File: config.mk
export PLATFORM = sky130hd
export DESIGN_NAME = xy_stim_gen_flat
export DESIGN_NICKNAME = d
export VERILOG_FILES = /design/src/rtl/xy_stim_if.sv /design/src/rtl/xy_stim_gen.sv /design/src/flat_wrapper.sv
export SDC_FILE = /design/constraint.sdc
export NUM_CORES = 1
export LEC_CHECK = 0
export ABC_AREA = 1
export BUFFER_PORTS_ARGS = -buffer_cell sky130_fd_sc_hd__buf_2
export CORE_UTILIZATION = 50
export DETAILED_ROUTE_END_ITERATION = 16
export GPL_ROUTABILITY_DRIVEN = 0
export GPL_TIMING_DRIVEN = 0
export PLACE_DENSITY = 0.72
export RECOVER_POWER = 100
export SYNTH_ARGS = -nofsm -noshare
export SYNTH_HDL_FRONTEND = slang
export SYNTH_SLANG_ARGS = --single-unit
File: constraint.sdc
create_clock -name i_clk -period 3.76 [get_ports i_clk]
set_input_delay 0.376 -clock i_clk [delete_from_list [all_inputs] [get_ports i_clk]]
set_output_delay 0.376 -clock i_clk [all_outputs]
set_load 0.01 [all_outputs]
File: src/rtl/xy_stim_if.sv
// Control/stimulus bundle between a burst controller and the x/y stimulus generator.
// The generator drives the x/y pattern (master). The controller side supplies start/pause/len (slave).
interface xy_stim_if #(
  parameter int unsigned CNT_W = 8
) ();
  logic             i_start;
  logic             i_pause;
  logic [CNT_W-1:0] i_len;
  logic             o_x;
  logic             o_y;
  logic             o_valid;
  logic             o_busy;
  logic             o_done;
  logic [CNT_W-1:0] o_cycle;

  modport master (
    input  i_start, i_pause, i_len,
    output o_x, o_y, o_valid, o_busy, o_done, o_cycle
  );

  modport slave (
    output i_start, i_pause, i_len,
    input  o_x, o_y, o_valid, o_busy, o_done, o_cycle
  );
endinterface

File: src/rtl/xy_stim_gen.sv
// Burst generator of programmable x/y toggle patterns with a start/pause/done handshake
// and a 0-based cycle index, so a sequence FSM and its checker stay cycle-aligned.
module xy_stim_gen #(
  parameter int unsigned X_DIV  = 1,
  parameter int unsigned Y_DIV  = 5,
  parameter int unsigned CNT_W  = 8,
  parameter bit          X_INIT = 1'b1,
  parameter bit          Y_INIT = 1'b1
) (
  input  logic       i_clk,
  input  logic       i_rst,
  xy_stim_if.master  bus
);

  localparam int unsigned XW = (X_DIV > 1) ? $clog2(X_DIV) : 1;
  localparam int unsigned YW = (Y_DIV > 1) ? $clog2(Y_DIV) : 1;

  typedef enum logic [1:0] {StIdle, StRun, StHold, StDone} state_e;

  state_e           state_q, state_d;
  logic [CNT_W-1:0] len_q, len_d;
  logic [CNT_W-1:0] cycle_q, cycle_d;
  logic [XW-1:0]    xdiv_q, xdiv_d;
  logic [YW-1:0]    ydiv_q, ydiv_d;
  logic             x_q, x_d;
  logic             y_q, y_d;

  logic x_wrap, y_wrap, last;

  assign x_wrap = (xdiv_q == XW'(X_DIV - 1));
  assign y_wrap = (ydiv_q == YW'(Y_DIV - 1));
  assign last   = (cycle_q == len_q);

  always_comb begin
    state_d = state_q;
    len_d   = len_q;
    cycle_d = cycle_q;
    xdiv_d  = xdiv_q;
    ydiv_d  = ydiv_q;
    x_d     = x_q;
    y_d     = y_q;
    unique case (state_q)
      StIdle, StDone: begin
        if (bus.i_start) begin
          state_d = StRun;
          len_d   = bus.i_len;
          cycle_d = '0;
          xdiv_d  = '0;
          ydiv_d  = '0;
          x_d     = X_INIT;
          y_d     = Y_INIT;
        end else if (state_q == StDone) begin
          state_d = StIdle;
        end
      end
      StRun: begin
        if (bus.i_pause) begin
          state_d = StHold;
        end else if (last) begin
          // Final burst cycle: no toggle, so DONE shows the last burst levels.
          state_d = StDone;
        end else begin
          cycle_d = cycle_q + CNT_W'(1);
          xdiv_d  = x_wrap ? '0 : xdiv_q + XW'(1);
          if (x_wrap) begin
            x_d    = ~x_q;
            ydiv_d = y_wrap ? '0 : ydiv_q + YW'(1);
            if (y_wrap) y_d = ~y_q;
          end
        end
      end
      StHold: begin
        if (!bus.i_pause) state_d = StRun;
      end
      default: state_d = StIdle;
    endcase
  end

  always_ff @(posedge i_clk) begin
    if (i_rst) begin
      state_q <= StIdle;
      len_q   <= '0;
      cycle_q <= '0;
      xdiv_q  <= '0;
      ydiv_q  <= '0;
      x_q     <= X_INIT;
      y_q     <= Y_INIT;
    end else begin
      state_q <= state_d;
      len_q   <= len_d;
      cycle_q <= cycle_d;
      xdiv_q  <= xdiv_d;
      ydiv_q  <= ydiv_d;
      x_q     <= x_d;
      y_q     <= y_d;
    end
  end

  // o_valid is gated by i_pause directly so it drops in the cycle pause rises.
  assign bus.o_valid = (state_q == StRun) && !bus.i_pause;
  assign bus.o_busy  = (state_q == StRun) || (state_q == StHold);
  assign bus.o_done  = (state_q == StDone);
  assign bus.o_cycle = cycle_q;
  assign bus.o_x     = x_q;
  assign bus.o_y     = y_q;

endmodule

File: src/flat_wrapper.sv
// flat-port wrapper written by rule: the top's interface ports become plain ports
module xy_stim_gen_flat 
#(
  parameter int unsigned X_DIV  = 1,
  parameter int unsigned Y_DIV  = 5,
  parameter int unsigned CNT_W  = 8,
  parameter bit          X_INIT = 1'b1,
  parameter bit          Y_INIT = 1'b1
)
  (i_clk, i_rst, bus_i_start, bus_i_pause, bus_i_len, bus_o_x, bus_o_y, bus_o_valid, bus_o_busy, bus_o_done, bus_o_cycle);
  xy_stim_if #(.CNT_W(CNT_W)) bus_i ();
  input  logic i_clk;
  input  logic i_rst;
  input wire logic [$bits(bus_i.i_start)-1:0] bus_i_start;
  input wire logic [$bits(bus_i.i_pause)-1:0] bus_i_pause;
  input wire logic [$bits(bus_i.i_len)-1:0] bus_i_len;
  output wire logic [$bits(bus_i.o_x)-1:0] bus_o_x;
  output wire logic [$bits(bus_i.o_y)-1:0] bus_o_y;
  output wire logic [$bits(bus_i.o_valid)-1:0] bus_o_valid;
  output wire logic [$bits(bus_i.o_busy)-1:0] bus_o_busy;
  output wire logic [$bits(bus_i.o_done)-1:0] bus_o_done;
  output wire logic [$bits(bus_i.o_cycle)-1:0] bus_o_cycle;
  assign bus_i.i_start = bus_i_start;
  assign bus_i.i_pause = bus_i_pause;
  assign bus_i.i_len = bus_i_len;
  assign bus_o_x = bus_i.o_x;
  assign bus_o_y = bus_i.o_y;
  assign bus_o_valid = bus_i.o_valid;
  assign bus_o_busy = bus_i.o_busy;
  assign bus_o_done = bus_i.o_done;
  assign bus_o_cycle = bus_i.o_cycle;
  xy_stim_gen #(.X_DIV(X_DIV), .Y_DIV(Y_DIV), .CNT_W(CNT_W), .X_INIT(X_INIT), .Y_INIT(Y_INIT)) u_core (.i_clk(i_clk), .i_rst(i_rst), .bus(bus_i));
endmodule
==> qor.yml <==
power_mw: 0.600
clock_latency_ps: 310
dp_hpwl_mm: 2.20
period_needed_ps: 2480
grt.overflow.total: 0
crit_type: "flop to flop"
grt_max_degree: 13
area_delta_synth_final_pct: 8.24
seq_area_um2: 460
powerDensity_mw_per_mm2: 380
min_to: "u_core.ydiv_q[2]"
clk_pin_slew_worst_paths_ps: 130
slew_viol_final: 0
num_io_pins: 25
timing.final.ws_setup_ps: 1280
skew_ps: 8.68
ys_seq_area_share_pct: 31.6
synthesis.nets: 227
synth-edff-count: 0
die-area_mm2: 0.00314
hold_depth: 2
cts_resized: 0
core_mm2: 0.00276
numCtsBuffers: 3
ys_ff_latch: 23
dr.pass1.iters: 4
rows: 19
pre_cts_ws_ps: 1900
grt_pass1_wl_mm: 4.95
drtIter0Drc: 29
p_sw_share_pct: 37.3
r2r_cells: 9
layout-drive-gt1-share_pct: 13.9
antenna_found_initial: 0
cts_max_path_buffers: 2
fillers: 298
syn_area_mm2: 0.00146
post-cts-setup-buffers: 0
worstHoldPathType: "primary input to flop"
antenna_cells: 0
die_y_um: 56.0
grt_setup_unrepaired: "no"
cts_tree: "built"
power.switching_mw: 0.223
vias: 1344
synthArstFlopShare_pct: 0
seqPwrFrac_pct: 48.2
hold_violations: 0
die_w_um: 56.0
yosys-top-cells-area: "dfxtp_1, nand2_1, nor2_1"
port_buffers: 24
synth_top_area_cell: "dfxtp_1"
required_ps: 4020
htree_levels: 1
p_leak_nw: 0.679
hold_ws_ps: 263
yosys_warnings: 0
intPower_mw: 0.376
ys.flop_type: "dfxtp_1"
tns_ps: 0
reg2reg_setup_slack_ps: 1280
grt.total_usage_pct: 19.9
cap_violations: 0
clkPwrFrac_pct: 19.5
multi_input_comb_area_um2: 825
hold_path_startpoint: "i_rst"
syn_inst: 209
cts_sinks: 23
wirelength_mm: 2.88
crit_arrival_ps: 2740
max_freq_mhz: 403
drc: 0
combinationalPowerShare_pct: 32.3
end_kind: "flop"
outcome: "complete, no violations"
fin_area_mm2: 0.00158
finalCritPeriodShare_pct: 66.1
peakVddDrop_mv: 0.353
slew_headroom_pct: 54.9
tightest_slew_ps: 676
grt_pass1_vias: 1123
timing.rr.end: "u_core.bus.o_cycle[3]"
synth.distinct_cells: 28
synth_top_area_share_pct: 31.6
nets: 256
reg2reg_from: "u_core.state_q[0]"
hold_buffers: 0
setup_viol: 0
yosys-top-cells-count: "nand2_1, nor2_1, dfxtp_1, inv_1"
wl_per_cell_um: 10.7
crit_path_max_fanout: 10
antenna_left: 0
root_buffer: "clkbuf_4"
startpoint_type: "flop"
via_per_inst: 5.01
initial_core_util_pct: 52.9
synth.avg_cell_area_um2: 6.97
yosysMostFrequentCell: "nand2_1"
place_area_mm2: 0.00162
## area by class of cell
type / instances / share of cell area (%)
multi-input cells: 155 / 52.3
flip-flops and latches: 23 / 29.2
repair buffers: 24 / 6.58
inverters: 24 / 5.71
well taps: 31 / 2.46
plain buffers: 7 / 2.14
clock buffers: 4 / 1.67
## power by group through the flow
stage          registers (mW)  clock network (mW)  logic (mW)
2_1_floorplan           0.295                   0       0.165
3_3_place_gp            0.294                   0       0.214
3_5_place_dp            0.294                   0       0.217
4_1_cts                 0.289               0.124       0.217
5_1_grt                 0.293               0.135       0.222
6_report                0.289               0.117       0.194
## stage by stage
stage / util [%] / std cells
2_1_floorplan: - / 209
3_3_place_gp: 58.6 / 264
3_5_place_dp: 58.6 / 264
4_1_cts: 59.6 / 268
5_1_grt: 57.2 / 268
6_report: 57.2 / 268
## worst max-delay path by stage
stage                                  to  cells after the start  slack, ps         startpoint
finish              u_core.bus.o_cycle[3]                      9       1280  u_core.state_q[0]
global route               u_core.bus.o_x                     10       1010  u_core.state_q[1]
CTS                           bus_o_valid                      7       1700  u_core.state_q[1]
detailed placement  u_core.bus.o_cycle[0]                     10       1900  u_core.state_q[0]
global placement    u_core.bus.o_cycle[0]                     10       1920  u_core.state_q[0]
floorplan           u_core.bus.o_cycle[0]                     10       2040  u_core.state_q[0]
## placed cells by master, fill, tap and decap left out, drive strengths merged
| cell type | count |
|---|---|
| o21bai | 1 |
| nor4 | 1 |
| inv | 24 |
| nand3 | 12 |
| nand4 | 11 |
| dfxtp | 23 |
| ha | 6 |
| buf | 12 |
| or2 | 1 |
| nor3b | 1 |
| xnor2 | 5 |
| nor2 | 28 |
| clkbuf | 23 |
| a21oi | 15 |
| xor2 | 1 |
| o21ai | 11 |
| nand2 | 60 |
| nor3 | 2 |
## logic make-up (layout without fill, tap and decap cells)
family / after synthesis / after routing / share of synthesized area [%]
DFF: 23 / 23 / 31.6
xor gates and xnor gates: 6 / 6 / 4.12
buffers and inverters: 31 / 59 / 9.96
and+or+nand+nor: 116 / 116 / 37.7
AOI/OAI and AO/OA: 27 / 27 / 11.5
adders and majority gates: 6 / 6 / 5.15
## metal layers
layer  vias to the layer above  part of all wire [%]  track usage [%]
met5                         -                     0                0
met4                         0                  0.52             3.14
met3                         2                   3.5             4.88
met2                        26                    44             32.0
met1                       584                    52             27.6
li1                        732                     -                -
## critical path, stage by stage (launching register included)
cell	delay [ps]
dfxtp_1	390
ha_1	160
clkbuf_1	390
inv_1	150
o21ai_0	190
inv_1	180
nand3_1	200
clkbuf_1	550
nand2_2	90
a21oi_2	140
## sequential cells by signal (all words and copies together) (netlist names)
name	count
u_core.len_q	8
u_core.bus.o_y	1
u_core.state_q	2
u_core.bus.o_x	1
u_core.bus.o_cycle	8
u_core.ydiv_q	3
Note: power is estimated with default switching activity, not from simulation.
